[config.mk]
export PLATFORM = sky130hd
export DESIGN_NAME = fft_frame_sequencer
export DESIGN_NICKNAME = d
export VERILOG_FILES = /design/src/rtl/fft_frame_sequencer.sv
export SDC_FILE = /design/constraint.sdc
export NUM_CORES = 1
export LEC_CHECK = 0
export CAP_MARGIN = 25
export CORE_UTILIZATION = 45
export CTS_BUF_LIST = sky130_fd_sc_hd__clkbuf_2
export CTS_CLUSTER_DIAMETER = 100
export DETAILED_ROUTE_END_ITERATION = 10
export PLACE_DENSITY = 0.76
export SLEW_MARGIN = 20
export SYNTH_ARGS = -nofsm -noshare
export SYNTH_HDL_FRONTEND = slang
export SYNTH_SLANG_ARGS = --single-unit
[constraint.sdc]
create_clock -name clk -period 5.5 [get_ports clk]
set_input_delay 0.55 -clock clk [delete_from_list [all_inputs] [get_ports clk]]
set_output_delay 0.55 -clock clk [all_outputs]
set_load 0.05 [all_outputs]
[src/rtl/fft_frame_sequencer.sv]
// Frame scheduler between the FFT result bus and a byte-wide SPI master: sync, counter, 2N data words[, checksum].
// Optional trailing checksum byte when FFT_FRAME_CHECKSUM_EN is defined.
module fft_frame_sequencer #(
  parameter int              N         = 16,
  parameter int              MSB       = 8,
  parameter logic [MSB-1:0]  SYNC_BYTE = 8'hA5
) (
  input  logic               clk,
  input  logic               i_Rst_L,
  input  logic [N*2*MSB-1:0] data_bus,
  input  logic               fft_done,
  input  logic               tx_ready,
  output logic [MSB-1:0]     tx_byte,
  output logic               tx_dv,
  output logic               busy,
  output logic               frame_sent,
  output logic               overrun,
  input  logic               clr_overrun
);

  localparam int WORDS = 2 * N;
  localparam int IDX_W = (WORDS > 1) ? $clog2(WORDS) : 1;

  typedef enum logic [2:0] {
    S_IDLE,
    S_HDR,
    S_CNT,
    S_DATA,
    S_CSUM,
    S_DONE
  } state_t;

  state_t               state_q, state_d;
  logic [N*2*MSB-1:0]   snap_q, snap_d;
  logic [IDX_W-1:0]     idx_q, idx_d;
  logic [MSB-1:0]       cnt_q, cnt_d;
  logic [MSB-1:0]       tx_byte_q, tx_byte_d;
  logic                 tx_dv_q, tx_dv_d;
  logic                 armed_q, armed_d;
  logic                 overrun_q, overrun_d;
  logic [MSB-1:0]       cur_word;
  logic                 can_issue;
`ifdef FFT_FRAME_CHECKSUM_EN
  logic [MSB-1:0]       sum_q, sum_d;
`endif

  assign cur_word  = snap_q[int'(idx_q)*MSB +: MSB];
  // The SPI master must show ready low before we strobe it again.
  assign can_issue = tx_ready && armed_q;

  always_comb begin
    state_d   = state_q;
    snap_d    = snap_q;
    idx_d     = idx_q;
    cnt_d     = cnt_q;
    tx_byte_d = tx_byte_q;
    tx_dv_d   = 1'b0;
    armed_d   = armed_q;
    overrun_d = overrun_q;
`ifdef FFT_FRAME_CHECKSUM_EN
    sum_d     = sum_q;
`endif

    if (!tx_ready) armed_d = 1'b1;

    if (clr_overrun) overrun_d = 1'b0;
    if (fft_done && state_q != S_IDLE) overrun_d = 1'b1;

    case (state_q)
      S_IDLE: begin
        if (fft_done) begin
          snap_d  = data_bus;
          idx_d   = '0;
          state_d = S_HDR;
        end
      end
      S_HDR: begin
        if (can_issue) begin
          tx_byte_d = SYNC_BYTE;
          tx_dv_d   = 1'b1;
          armed_d   = 1'b0;
          state_d   = S_CNT;
        end
      end
      S_CNT: begin
        if (can_issue) begin
          tx_byte_d = cnt_q;
          tx_dv_d   = 1'b1;
          armed_d   = 1'b0;
          state_d   = S_DATA;
`ifdef FFT_FRAME_CHECKSUM_EN
          sum_d     = cnt_q;
`endif
        end
      end
      S_DATA: begin
        if (can_issue) begin
          tx_byte_d = cur_word;
          tx_dv_d   = 1'b1;
          armed_d   = 1'b0;
`ifdef FFT_FRAME_CHECKSUM_EN
          sum_d     = sum_q + cur_word;
`endif
          if (idx_q == IDX_W'(WORDS - 1)) begin
`ifdef FFT_FRAME_CHECKSUM_EN
            state_d = S_CSUM;
`else
            state_d = S_DONE;
`endif
          end else begin
            idx_d = idx_q + 1'b1;
          end
        end
      end
`ifdef FFT_FRAME_CHECKSUM_EN
      S_CSUM: begin
        if (can_issue) begin
          tx_byte_d = sum_q;
          tx_dv_d   = 1'b1;
          armed_d   = 1'b0;
          state_d   = S_DONE;
        end
      end
`endif
      S_DONE: begin
        cnt_d   = cnt_q + 1'b1;
        state_d = S_IDLE;
      end
      default: state_d = S_IDLE;
    endcase
  end

  always_ff @(posedge clk or negedge i_Rst_L) begin
    if (!i_Rst_L) begin
      state_q   <= S_IDLE;
      snap_q    <= '0;
      idx_q     <= '0;
      cnt_q     <= '0;
      tx_byte_q <= '0;
      tx_dv_q   <= 1'b0;
      armed_q   <= 1'b1;
      overrun_q <= 1'b0;
    end else begin
      state_q   <= state_d;
      snap_q    <= snap_d;
      idx_q     <= idx_d;
      cnt_q     <= cnt_d;
      tx_byte_q <= tx_byte_d;
      tx_dv_q   <= tx_dv_d;
      armed_q   <= armed_d;
      overrun_q <= overrun_d;
    end
  end

`ifdef FFT_FRAME_CHECKSUM_EN
  always_ff @(posedge clk or negedge i_Rst_L) begin
    if (!i_Rst_L) sum_q <= '0;
    else          sum_q <= sum_d;
  end
`endif

  assign tx_byte    = tx_byte_q;
  assign tx_dv      = tx_dv_q;
  assign busy       = (state_q != S_IDLE);
  assign frame_sent = (state_q == S_DONE);
  assign overrun    = overrun_q;

endmodule

# Word level (Yosys, flattened, before mapping)
# Index checks and enable logic that the tools add are counted.
[op_classes]
shifts = 1
n_eq_ne = 11
multipliers = 0
reduce_logical = 12
n_mux = 21
div = 0
n_addsub = 2
n_lt_le_gt_ge = 0
bitwise = 0
[ops]
columns = ["operator", "n"]
rows = [
  ["variable part select 256 x 9 -> 8 bit", 1],
  ["two-way mux 8 bit", 3],
  ["case mux 8 bit (3 select lines)", 1],
  ["two-way mux 3 bit", 5],
  ["two-way mux 5 bit", 3],
  ["!= test 2 bit, second input constant", 6],
  ["case mux 3 bit (4 select lines)", 1],
  ["case mux 5 bit (2 select lines)", 1],
  ["adder 8 x 1 -> 8 bit, second input constant", 1],
  ["AND reduction 4 bit", 2],
  ["two-way mux 1 bit", 7],
  ["equality test 3 x 2 -> 1 bit, second input constant", 2],
  ["nonzero test 3 bit", 2],
  ["adder 5 x 1 -> 5 bit, second input constant", 1],
  ["equality test 5 bit, second input constant", 1],
  ["AND reduction 5 bit", 1],
  ["nonzero test 2 bit", 2],
  ["equality test 3 x 1 -> 1 bit, second input constant", 1],
  ["equality test 3 bit, second input constant", 1],
  ["zero test 3 bit", 1],
  ["OR reduction 3 bit", 1],
  ["logical AND 1 bit", 2],
  ["AND reduction 2 bit", 1],
]
[totals]
ff_bits = 283
elab_cells = 55
latchBits = 0
mem_count = 0
rom_bits = 0
ramBits = 0

# Logic depth before layout (Yosys ltp)
[depth]
word_depth = 4
mapped_depth = 8
depth_no_buf = 7

# Least setup slack after synthesis
# No wires, ideal clock.
[synth_timing]
path_type = "flip-flop to flip-flop"
from = "register idx_q[1]"
to = "register tx_byte_q[3], in the netlist tx_byte[3]"
setup_ns = 0.138
required_ns = 5.362
path_stages_with_launch = 8
slack_ns = 3.513
arrival_time_ns = 1.850
path_cell_list = "dfrtp_1 buf_2 buf_2 clkbuf_1 mux4_2 mux2_2 a22oi_1 o211ai_1"
[synth_between]
elab_chain_len = 3
[synth_lines]
columns = ["element", "line_no", "source"]
rows = [
  ["start, declared", "35", "logic [IDX_W-1:0] idx_q, idx_d;"],
  ["start signal, assigned", "146", "idx_q <= idx_d;"],
  ["variable part select 256 x 9 -> 8 bit", "47", "assign cur_word = snap_q[int'(idx_q)*MSB +: MSB];"],
  ["two-way mux 8 bit", "97", "if (can_issue) begin"],
  ["case mux 8 bit (3 select lines)", "69", "case (state_q)"],
  ["end signal, assigned", "148", "tx_byte_q <= tx_byte_d;"],
  ["end, declared", "37", "logic [MSB-1:0] tx_byte_q, tx_byte_d;"],
]
# Every way passes these cells. The select of a mux whose other input is x is not followed.
# A chain may end at the register's enable or synchronous reset.

# Final worst setup path
[layout_timing]
from = "register state_q[1]"
to = "output port busy"
[layout_between]
elab_chain_len = 1
[layout_lines]
columns = ["element", "line_no", "source"]
rows = [
  ["start, declared", "33", "state_t state_q, state_d;"],
  ["start signal, assigned", "144", "state_q <= state_d;"],
  ["nonzero test 3 bit", "164", "assign busy = (state_q != S_IDLE);"],
  ["end, declared", "15", "output logic busy,"],
]
# Every way passes these cells.

==> flow_summary_export.csv <==
group,metric,value,unit
outcome,run_status,"complete, no violations",
synthesis,compound_gate_portion_of_the_synthesized_area,0.0445,
timing,rsz_0062_raised_after_global_routing,"no",
routing,total_number_of_vias,10905,
die,die-width,173,um
routing,drt_first_iter_violations,880,
timing,setup-tns-final,0,ns
setup_path,timing.critical_path.max_delay_family,"buffers and inverters",
power_and_ir_drop,cellInternalPower,4.88,mW
setup_path,critical-path-slowest-cell,"sky130_fd_sc_hd__clkdlybuf4s50_1",
synthesis,count_of_synthesis_stage_warnings_from_yosys,0,
synthesis,synth_xor_xnor_area_share,0.00602,
global_route,gr-total-overflow,0,
power_and_ir_drop,pwr_density_cell,458,nW/um2
synthesis,dominant_register_cell_in_the_synthesized_netlist,"sky130_fd_sc_hd__dfrtp_1",
synthesis,synthDistinctLibCells,41,
synthesis,largest_cells_by_area_after_synthesis,"sky130_fd_sc_hd__dfrtp_1, sky130_fd_sc_hd__nand2_1, sky130_fd_sc_hd__mux4_2",
global_route,grt_pass1_vias,11042,
power_and_ir_drop,netSwitchingPower,2.81,mW
synthesis,synth_area_in_simple_gates,0.252,
final_layout,area.growth.synth_to_final,28.3,%
clocking,cts-htree-levels,3,
final_layout,final_layout_size_suffix_gt1_frac,0.128,
synthesis,yosys-top-cells-count,"sky130_fd_sc_hd__nand2_1, sky130_fd_sc_hd__dfrtp_1, sky130_fd_sc_hd__clkbuf_1",
synthesis,post-synth-top-area-fraction,0.539,
timing,fmaxAchievable,298,MHz
global_route,grt_usage,0.252,
synthesis,synth_top_area_cell,"sky130_fd_sc_hd__dfrtp_1",
global_route,grt_start_max_net_pins,140,
final_layout,n_fill_cell,2466,
die,fp-row-count,62,
clocking,cts_resized,0,
setup_path,timing_worst_setup_path_type,"flop to output port",
routing,vias_per_std_cell,5.13,
timing,post-route-period-util,0.609,
timing,finalHoldViolations,0,
synthesis,synth_edf_count,0,
place,dp_hpwl,25.1,mm
clocking,post-cts-setup-buffer-count,0,
worst_hold_path,holdCritPathClass,"primary input to asynchronous set/reset pin",
die,ioPinCount,273,
power_and_ir_drop,sequential_cell_fraction_of_total_power,0.457,
die,coreArea,28600,um2
clocking,numCtsBuffers,74,
synthesis,synth_area,13100,um2
timing,clock-skew-final,0.0364,ns
synthesis,synthArstFlopShare,1.00,
synthesis,post_synthesis_register_bit_count,283,
synthesis,synth_top_family_by_area,"simple AND/OR/NAND/NOR gates",
power_and_ir_drop,power.share.combinational,0.350,
clocking,clk_pin_slew_worst_paths,0.12,ns
clocking,tritoncts_clock_tree,"built",
run,max_cap_viol_count,0,
place,routabilityCongestion,0.860,
power_and_ir_drop,power.ir.vdd_worst,0.244,mV
die,initial_utilization,0.457,
routing,drc,0,
power_and_ir_drop,static-leakage-power,8.24,nW
timing,finalSetupViolCount,0,
setup_path,crit_required,4.95,ns
die,chipHeight,173,um
synthesis,seq_area_frac_synth,0.541,
synthesis,post_synth.cell_area_avg,9.24,um2
timing,relSlewSlack,0.371,
setup_path,arrival,2.80,ns
global_route,antenna_found_initial,1,
setup_path,endpoint_kind,"output port",
place,buffer_ports.inserted,272,
routing,drt_first_pass_iters,7,
setup_path,critical-path-max-stage-delay,0.74,ns
timing,worst-slew-pin-transition,0.944,ns
final_layout,nets,1953,
die,fp.dieArea,29800,um2
setup_path,cp_num_buf_inv,2,
synthesis,syn_inst_count,1417,
clocking,clock_tree.root_cell,"sky130_fd_sc_hd__clkbuf_2",
power_and_ir_drop,post-layout-total-power,7.69,mW
synthesis,syn_nets,1681,
routing,drtAntennaViolNets,0,
synthesis,synthMuxAreaShare,0.121,
synthesis,synth.most_common_cell,"sky130_fd_sc_hd__nand2_1",
synthesis,yosys.area_share.adder,0.00287,
setup_path,worstPathCellList,"nor3_1 > inv_1 > clkdlybuf4s50_1",
timing,shortest_period_the_worst_path_allows,3.35,ns
power_and_ir_drop,power_share_of_the_clock_group,0.193,
clocking,worstSkewPairLatency,0.81,ns
routing,wl_per_cell,17.3,um
power_and_ir_drop,power_switching_share,0.365,
setup_path,worstPathMaxFanout,17,
routing,drt-total-wl,36.7,mm
setup_path,start_kind,"flop",
clocking,clock_sink_count,283,
clocking,clk_path_buf_depth,3,
global_route,grt_first_pass_wirelength,58.9,mm
timing,slew_viol_final,0,
## worst reg2reg max path: stages (launching register included)
cell	delay, ns
sky130_fd_sc_hd__dfrtp_2	0.80
sky130_fd_sc_hd__and2_1	0.70
sky130_fd_sc_hd__a221oi_1	0.20
sky130_fd_sc_hd__a2111oi_0	0.82
sky130_fd_sc_hd__a21oi_1	0.19
sky130_fd_sc_hd__o22ai_1	0.18
## worst paths after layout
check                       startpoint     endpoint  slack [ns]  cells past startpoint
max                         state_q[1]         busy        2.15                      3
min                            i_Rst_L   snap_q[26]        0.24                      2
max reg2reg                   idx_q[1]   tx_byte[5]        2.50                      5
min reg2reg                snap_q[113]  snap_q[113]        0.47                      2
max in group asynchronous      i_Rst_L  snap_q[164]        3.91                      4
min in group clk           data_bus[7]    snap_q[7]        0.26                      3
## repair_timing
action | CTS | global route
endpoints found under the hold margin | 137 | 0
hold buffers | 1 | 0
endpoints found under the setup margin | 0 | 0
## final cells by class
class,instances,area (um2),area share
flip-flops and latches,283,7090,0.422
multi-input cells,1038,5590,0.333
repair buffers,286,2930,0.175
clock buffers,112,561,0.0334
well taps,384,480,0.0286
clock inverters,15,114,0.00678
inverters,6,22.5,0.00134
diodes,2,5.00,0.000298
## through the flow
stage               utilization  cell area (um2)  cells  hold WS, ns  setup WS [ns]
finish                    0.587            16800   2126        0.235           2.15
global route              0.587            16800   2126        0.162           1.98
CTS                       0.585            16700   2122        0.163           2.08
detailed placement        0.561            16000   1994        0.458           2.57
global placement          0.560            16000   1993        0.451           2.45
floorplan                     -            13100   1417        0.254           3.51
## routing by layer
layer  vias up  part of all wire  GRT usage
li1       5179                 -          -
met1      5238              0.43      0.341
met2       418              0.47      0.390
met3        70             0.074     0.0675
met4         0             0.027     0.0960
met5         -                 0          0
## power by group through the flow
| stage | clock [mW] | sequential, mW | combinational [mW] |
|---|---|---|---|
| after floorplan | 0 | 3.37 | 1.82 |
| after global placement | 0 | 3.55 | 2.55 |
| after detailed placement | 0 | 3.53 | 2.68 |
| after CTS | 1.53 | 3.50 | 2.70 |
| after global routing | 1.63 | 3.61 | 2.97 |
| final | 1.48 | 3.51 | 2.69 |
## cells in the final DEF (no fill, tap or decap), drive strengths merged, types with 2 or more instances in the layout
master	count
clkdlybuf4s50	271
inv	7
nand2b	21
a2111oi	13
o22ai	3
ha	3
mux4	48
diode	2
o211ai	2
nor3	2
clkbuf	112
clkinv	11
xor2	3
bufinv	2
mux2	38
or2	3
mux2i	7
o21ai	7
and2	2
nor2b	7
a221oi	16
nand3	10
nor2	10
a211oi	8
a21oi	27
buf	14
a22oi	4
xnor2	6
dfrtp	282
and3	3
nand2	789
## state kept, by name, indices dropped and copies added, names as in the netlist
signal and cells:
armed_q 1, cnt_q 8, idx_q 5, overrun 1, snap_q 256, state_q 3, tx_byte 8, tx_dv 1
## cell families after synthesis
family / Yosys count
flops: 283
simple gates: 849
fa+ha+maj: 3
mux: 93
compound gates: 84
xor+xnor: 9
buf+inv: 96
No activity file was read; power rests on OpenSTA's default activity.
